File: src/rtl/maxnet_job_loader.sv
// Job loader for the four-neuron Maxnet datapath: collects five operand words,
// starts the datapath, waits for its finish (with timeout) and returns the winner.
module maxnet_job_loader #(
  parameter int TIMEOUT = 4096,
  parameter int CNT_W   = 16
) (
  input  logic             clk,
  input  logic             rst,
  input  logic             s_valid,
  output logic             s_ready,
  input  logic [31:0]      s_data,
  output logic [31:0]      a1_init,
  output logic [31:0]      a2_init,
  output logic [31:0]      a3_init,
  output logic [31:0]      a4_init,
  output logic [31:0]      epsilon,
  output logic             nn_start,
  input  logic             nn_finish,
  input  logic [31:0]      nn_out,
  output logic             m_valid,
  input  logic             m_ready,
  output logic [31:0]      m_data,
  output logic             m_error,
  output logic [CNT_W-1:0] m_cycles,
  output logic             busy
);

  typedef enum logic [1:0] {LOAD, START, WAIT, RESP} state_t;

  localparam logic [CNT_W-1:0] CNT_LAST  = CNT_W'(TIMEOUT - 1);
  localparam logic [CNT_W-1:0] CNT_LIMIT = CNT_W'(TIMEOUT);

  state_t           state;
  logic [2:0]       wc;
  logic [CNT_W-1:0] cnt;
  logic             armed;

  assign s_ready = (state == LOAD) & ~rst;
  assign busy    = (state != LOAD);

  always_ff @(posedge clk) begin
    if (rst) begin
      state    <= LOAD;
      wc       <= 3'd0;
      cnt      <= '0;
      armed    <= 1'b0;
      a1_init  <= 32'd0;
      a2_init  <= 32'd0;
      a3_init  <= 32'd0;
      a4_init  <= 32'd0;
      epsilon  <= 32'd0;
      nn_start <= 1'b0;
      m_valid  <= 1'b0;
      m_data   <= 32'd0;
      m_error  <= 1'b0;
      m_cycles <= '0;
    end else begin
      nn_start <= 1'b0;
      case (state)
        LOAD: begin
          if (s_valid && s_ready) begin
            case (wc)
              3'd0:    a1_init <= s_data;
              3'd1:    a2_init <= s_data;
              3'd2:    a3_init <= s_data;
              3'd3:    a4_init <= s_data;
              default: epsilon <= s_data;
            endcase
            if (wc == 3'd4) begin
              wc       <= 3'd0;
              state    <= START;
              nn_start <= 1'b1;
            end else begin
              wc <= wc + 3'd1;
            end
          end
        end
        START: begin
          cnt   <= '0;
          armed <= 1'b0;
          state <= WAIT;
        end
        WAIT: begin
          // A finish level only counts once it has been seen low in this job.
          if (!nn_finish) armed <= 1'b1;
          if (armed && nn_finish) begin
            m_data   <= nn_out;
            m_error  <= 1'b0;
            m_cycles <= cnt + 1'b1;
            m_valid  <= 1'b1;
            state    <= RESP;
          end else if (cnt == CNT_LAST) begin
            m_data   <= 32'd0;
            m_error  <= 1'b1;
            m_cycles <= CNT_LIMIT;
            m_valid  <= 1'b1;
            state    <= RESP;
          end else begin
            cnt <= cnt + 1'b1;
          end
        end
        RESP: begin
          if (m_ready) begin
            m_valid <= 1'b0;
            state   <= LOAD;
          end
        end
        default: state <= LOAD;
      endcase
    end
  end

endmodule
File: config.mk
export PLATFORM = sky130hd
export DESIGN_NAME = maxnet_job_loader
export DESIGN_NICKNAME = d
export VERILOG_FILES = /design/src/rtl/maxnet_job_loader.sv
export SDC_FILE = /design/constraint.sdc
export NUM_CORES = 1
export LEC_CHECK = 0
export BUFFER_PORTS_ARGS = -buffer_cell sky130_fd_sc_hd__clkbuf_2
export CORE_MARGIN = 2
export CORE_UTILIZATION = 54
export DETAILED_ROUTE_END_ITERATION = 8
export GPL_TIMING_DRIVEN = 1
export PLACE_DENSITY = 0.84
export SLEW_MARGIN = 5
export SYNTH_ARGS = -nofsm -noshare
export SYNTH_HDL_FRONTEND = slang
export SYNTH_SLANG_ARGS = --single-unit
export TNS_END_PERCENT = 20
File: constraint.sdc
create_clock -name clk -period 5.4 [get_ports clk]
set_clock_uncertainty 0.05 [all_clocks]
set_input_delay 0.54 -clock clk [delete_from_list [all_inputs] [get_ports clk]]
set_output_delay 0.54 -clock clk [all_outputs]
set_load 0.02 [all_outputs]
==> flow_metrics.env, run 1 <==
export IMPL_holdPathStages=2
export IMPL_setup_violations=0
export IMPL_antenna_found_initial=0
export IMPL_max_vdd_ir_drop_mv=0.237
export IMPL_grt_max_degree=111
export IMPL_grt_first_pass_wirelength_um=38900
export IMPL_cap_viol_max_count=0
export IMPL_avgSynthCellArea_sq_um=8.41
export IMPL_top_usage_layer="met2"
export IMPL_yosysWarnings=0
export IMPL_reg2reg_from="state[0]$_SDFFE_PP0P_"
export IMPL_start_util_pct=54.8
export IMPL_yosysUniqueCellTypes=51
export IMPL_coreArea_sq_um=15700
export IMPL_cp_start_kind="flop"
export IMPL_synthTopCellsByArea="dfxtp_1 54%, nand2_1 15%, a21oi_1 9.8%"
export IMPL_r2r_setup_slack_ns=2.01
export IMPL_grt_use_met3_pct=7.87
export IMPL_leakage_nw=4.56
export IMPL_rsz0062_at_grt="false"
export IMPL_fmax_ghz=0.295
export IMPL_grt_overflow=0
export IMPL_die_h_um=130
export IMPL_relSlewSlack_pct=12.9
export IMPL_first_pass_iters=5
export IMPL_grt_usage_pct=28.5
export IMPL_clk_pin_slew_ns=0.06
export IMPL_finalHoldViolCount=0
export IMPL_cts_root_buf="clkbuf_16"
export IMPL_syn_inst=1023
export IMPL_power_density_nw_per_um2=336
export IMPL_drtIter0Drc=578
export IMPL_grt_use_met2_pct=47.4
export IMPL_synthArstFlopShare_pct=0
export IMPL_critPathMaxFanout=23
export IMPL_cp_required_ns=5.79
export IMPL_clk_insertion_delay_late_ns=0.51
export IMPL_post_cts_buffers=0
export IMPL_total_power_mw=3.66
export IMPL_io_pins=282
export IMPL_use_met1_pct=35.2
export IMPL_worstPathArrival_ns=3.79
export IMPL_tns_ns=0
export IMPL_cts_hold_buf=0
export IMPL_via_count=8291
export IMPL_dieArea_sq_um=17000
export IMPL_netlist_top_cells_count="347 x nand2_1, 233 x dfxtp_1, 169 x a21oi_1"
export IMPL_n_antenna_cell=0
export IMPL_die_w_um=130
export IMPL_ff2ff_path_depth=7
export IMPL_worst_pin_slew_ns=1.30
export IMPL_r2r_end="m_data[17]$_SDFFE_PP0P_"
export IMPL_cts_htree_levels=1
export IMPL_ys_ff_latch=233
export IMPL_syn_num_nets=1103
export IMPL_drive_above_1_share_pct=26.8
export IMPL_period_needed_ns=3.39
export IMPL_synth_top_area_share_pct=54.2
export IMPL_status="finished clean"
export IMPL_synth_area_sq_um=8610
export IMPL_hold_path_class="in -> reg"
export IMPL_cp_end_kind="flop"
export IMPL_hold_end="m_data[14]$_SDFFE_PP0P_"
export IMPL_drv_slew=0
export IMPL_area_growth_pct=26.5
export IMPL_gp_congestion=0.841
export IMPL_clock_path_buffers=3
export IMPL_yosysMostFrequentCell="nand2_1"
export IMPL_antenna_left=0
export IMPL_yosys_area_top_type="dfxtp_1"
export IMPL_cts_sink_count=233
export IMPL_fin_nets=1342
export IMPL_route_detailed_drc=0
export IMPL_viasPerCell=5.55
export IMPL_wirelength_um=25500
export IMPL_fp_row_count=46
export IMPL_worst_hold_startpoint="nn_out[14]"
export IMPL_crit_type="reg -> reg"
export IMPL_grt_pass1_vias=7581
export IMPL_cts_tree="built"
export IMPL_dp_hpwl_um=16600
export IMPL_ctsResizeCount=0
export IMPL_synthFlopType="dfxtp_1"
export IMPL_fillCellCount=1292
export IMPL_numCtsBuffers=24
export IMPL_wire_per_inst_um=17.1
export IMPL_io_buffer_count=281
export IMPL_post_route_period_util_pct=62.8
export IMPL_ys_seq_area_share_pct=54.2
export IMPL_synth_edf_count=0
[placed cells by master, fill, tap and decap left out, drive strengths merged, types with 3 or more instances in the layout]
cell type,netlist,final
o2111ai,6,6
nand3,11,11
a211oi,3,3
nor2,18,18
bufinv,0,3
buf,11,12
clkbuf,68,311
o21ai,3,3
o21a,3,3
nor4,4,4
inv,11,11
o22ai,3,3
and3,3,3
xor2,5,5
nand2,347,347
clkinv,0,7
and2,3,3
or4,3,3
a21oi,170,170
nor3,8,8
ha,11,11
xnor2,6,6
dfxtp,233,233
a22o,41,41
nand2b,3,3
o211ai,6,6
nand4,9,9
o2bb2ai,4,4
o311ai,7,7
[per-stage QoR]
| stage | util, % | hold WS (ns) | setup WS [ns] | std cells | instance area [sq um] |
|---|---|---|---|---|---|
| 3_5_place_dp | 64.0 | 0.395 | 2.09 | 1452 | 10100 |
| 4_1_cts | 69.3 | 0.173 | 2.06 | 1495 | 10900 |
| 5_1_grt | 69.3 | 0.178 | 1.72 | 1495 | 10900 |
| 6_report | 69.3 | 0.188 | 2.01 | 1495 | 10900 |
| 3_3_place_gp | 64.0 | 0.391 | 2.18 | 1452 | 10100 |
| 2_1_floorplan | - | 0.406 | 3.24 | 1023 | 8610 |
[registers in the layout, summed over array words and instances (netlist names)]
| signal | flops |
|---|---|
| epsilon | 32 |
| wc | 3 |
| cnt | 16 |
| a1_init | 32 |
| m_error | 1 |
| armed | 1 |
| m_data | 32 |
| a4_init | 32 |
| state | 2 |
| a3_init | 32 |
| m_valid | 1 |
| a2_init | 32 |
| nn_start | 1 |
| m_cycles | 16 |
[how the worst max path moves through the flow]
| stage | to | startpoint | slack [ns] | cells past startpoint |
|---|---|---|---|---|
| final | m_data[17]$_SDFFE_PP0P_ | state[0]$_SDFFE_PP0P_ | 2.01 | 7 |
| after global routing | m_data[15]$_SDFFE_PP0P_ | state[0]$_SDFFE_PP0P_ | 1.72 | 7 |
| after CTS | m_data[17]$_SDFFE_PP0P_ | state[0]$_SDFFE_PP0P_ | 2.06 | 7 |
| after detailed placement | m_data[15]$_SDFFE_PP0P_ | state[0]$_SDFFE_PP0P_ | 2.09 | 7 |
| after global placement | m_data[13]$_SDFFE_PP0P_ | state[0]$_SDFFE_PP0P_ | 2.18 | 7 |
| after floorplan | m_cycles[11]$_SDFFE_PP0P_ | cnt[0]$_SDFFE_PP0P_ | 3.24 | 7 |
[layer usage]
metal  part of all wire, %  up-vias
li1                      -     3946
met1                    40     3872
met2                    47      402
met3                    10       71
met4                   3.7        0
met5                     0        -
[cell families (layout without fill, tap and decap cells)]
group	Yosys count	after routing	synth area share, %
muxes	1	1	0.116
DFF	233	233	54.2
adders and majority gates	11	11	1.60
and+or+nand+nor	416	416	19.5
AOI/OAI and AO/OA	261	261	19.2
buffers and inverters	90	346	4.26
xor gates and xnor gates	11	11	1.12
[final cells by class]
class	instances	area, sq um	share of cell area, %
multi-input cells	700	3590	33.0
well taps	216	270	2.48
clock inverters	12	151	1.39
flip-flops and latches	233	4660	42.8
repair buffers	292	1500	13.7
clock buffers	31	677	6.21
inverters	11	41.3	0.379
[critical path, stage by stage (launching register included)]
cell and delay (ns):
dfxtp_1 0.33, inv_1 0.11, ha_1 0.74, inv_1 0.56, nor3_2 0.80, buf_4 0.28, buf_4 0.27, a22o_1 0.18
[power breakdown]
part | internal (mW) | switching (mW) | total, mW
logic | 0.0552 | 0.143 | 0.198
registers | 1.74 | 0.0135 | 1.76
clock network | 1.03 | 0.677 | 1.71
No activity file was read; power rests on OpenSTA's default activity.
==> run 2, diff against run 1 <==
CORE_UTILIZATION = 50   (was 54)
PLACE_DENSITY = 0.79   (was 0.84)
clock period = 3.28 ns   (was 5.4 ns; I/O delays follow)
==> flow_metrics.env, run 2 (synthesis results as in run 1) <==
export IMPL_finalHoldViolCount=0
export IMPL_worst_pin_slew_ns=1.24
export IMPL_period_needed_ns=2.51
export IMPL_route_detailed_drc=0
export IMPL_fp_row_count=47
export IMPL_cp_end_kind="flop"
export IMPL_first_pass_iters=6
export IMPL_io_buffer_count=281
export IMPL_gp_congestion=0.867
export IMPL_leakage_nw=4.75
export IMPL_cts_htree_levels=1
export IMPL_crit_type="reg -> reg"
export IMPL_cp_top_family="compound AO/OA/AOI/OAI gates"
export IMPL_worstPathArrival_ns=2.80
export IMPL_cp_start_kind="flop"
export IMPL_drtIter0Drc=545
export IMPL_fin_cells=1541
export IMPL_grt_pass1_vias=7848
export IMPL_die_h_um=135
export IMPL_dieArea_sq_um=18300
export IMPL_final_cell_mix="347 x nand2_1, 280 x clkbuf_2, 233 x dfxtp_1, 169 x a21oi_1, 41 x a22o_1"
export IMPL_grt_first_pass_wirelength_um=40400
export IMPL_cts_root_buf="clkbuf_16"
export IMPL_antenna_found_initial=0
export IMPL_grt_overflow=0
export IMPL_final_common_cell="nand2_1"
export IMPL_clk_insertion_delay_late_ns=0.51
export IMPL_dpl_cell_count=1465
export IMPL_setup_violations=0
export IMPL_relSlewSlack_pct=17.5
export IMPL_clock_path_buffers=3
export IMPL_pre_cts_slack_ns=0.818
export IMPL_hold_path_class="in -> reg"
export IMPL_numCtsBuffers=24
export IMPL_post_route_period_util_pct=76.4
export IMPL_antenna_left=0
export IMPL_cts_tree="built"
export IMPL_viasPerCell=5.44
export IMPL_fmax_ghz=0.399
export IMPL_cp_required_ns=3.57
export IMPL_power_density_nw_per_um2=539
export IMPL_cts_sink_count=233
export IMPL_dp_hpwl_um=16800
export IMPL_start_util_pct=51.5
export IMPL_grt_usage_pct=27.4
export IMPL_critPathMaxStageDelay_ns=0.71
export IMPL_die_w_um=135
export IMPL_io_pins=282
export IMPL_wirelength_um=26400
export IMPL_worst_slack_ns=0.774
export IMPL_n_antenna_cell=0
export IMPL_crit_chain="ha_1, nand3_1, o41a_1, nand2_1, o311ai_0"
export IMPL_drive_above_1_share_pct=26.3
export IMPL_critPathMaxFanout=12
export IMPL_critical_path_slowest_cell="o41a_1"
export IMPL_fin_nets=1383
export IMPL_via_count=8387
export IMPL_status="finished clean"
export IMPL_post_cts_buffers=0
export IMPL_clk_pin_slew_ns=0.06
export IMPL_wire_per_inst_um=17.1
export IMPL_drv_slew=0
export IMPL_holdWs_ns=0.0290
export IMPL_grt_max_degree=102
export IMPL_cap_viol_max_count=0
export IMPL_tns_ns=0
export IMPL_rsz0062_at_grt="false"
export IMPL_area_growth_pct=31.5
export IMPL_max_vdd_ir_drop_mv=0.401
export IMPL_coreArea_sq_um=16700
export IMPL_worst_path_buf_inv=0
==> run 2: cell count changes in the layout (fill, tap and decap cells not counted), sizes merged <==
cell and delta:
dlygate4sd3 +32, clkinvlp -2, clkinv -4, clkbuf +7, buf +9
==> run 2: repair_timing <==
action                                 CTS  global route
hold buffers                            32             0
endpoints found under the hold margin   32             0
gates resized for setup                  0             0
==> run 2: report_power, final <==
| part | switching (mW) | internal (mW) |
|---|---|---|
| combinational | 0.239 | 0.120 |
| clock | 1.09 | 1.77 |
| sequential | 0.0206 | 2.87 |
==> run 2: area by class of cell <==
class	instances	area, sq um
Clock buffer	38	734
Sequential cell	233	4660
Multi-Input combinational cell	700	3590
Inverter	11	41.3
Tap cell	220	275
Timing Repair Buffer	333	1910
Clock inverter	6	105
Fill cell	1357	5380
==> run 2: through the flow <==
step	power (mW)	cell area [sq um]	util, %
3_5_place_dp	3.27	10200	60.8
3_3_place_gp	3.27	10200	60.8
2_1_floorplan	3.13	8610	-
5_1_grt	6.28	11300	67.8
4_1_cts	6.13	11300	67.8
6_report	6.10	11300	67.8
==> run 2: worst paths after layout <==
kind / endpoint / from / slack [ns] / depth (start not counted)
hold / removal: m_data[10]$_SDFFE_PP0P_ / nn_out[10] / 0.03 / 2
setup / recovery: cnt[11]$_SDFFE_PP0P_ / cnt[0]$_SDFFE_PP0P_ / 0.77 / 5
hold reg to reg: a2_init[8]$_SDFFE_PP0P_ / a2_init[8]$_SDFFE_PP0P_ / 0.40 / 2
setup reg to reg: cnt[11]$_SDFFE_PP0P_ / cnt[0]$_SDFFE_PP0P_ / 0.77 / 5
==> run 2: layer usage <==
layer	global-route usage [%]	part of all wire [%]
met1	32.5	39
met2	47.2	48
met3	7.93	9.9
met4	9.78	3.1
met5	0	0
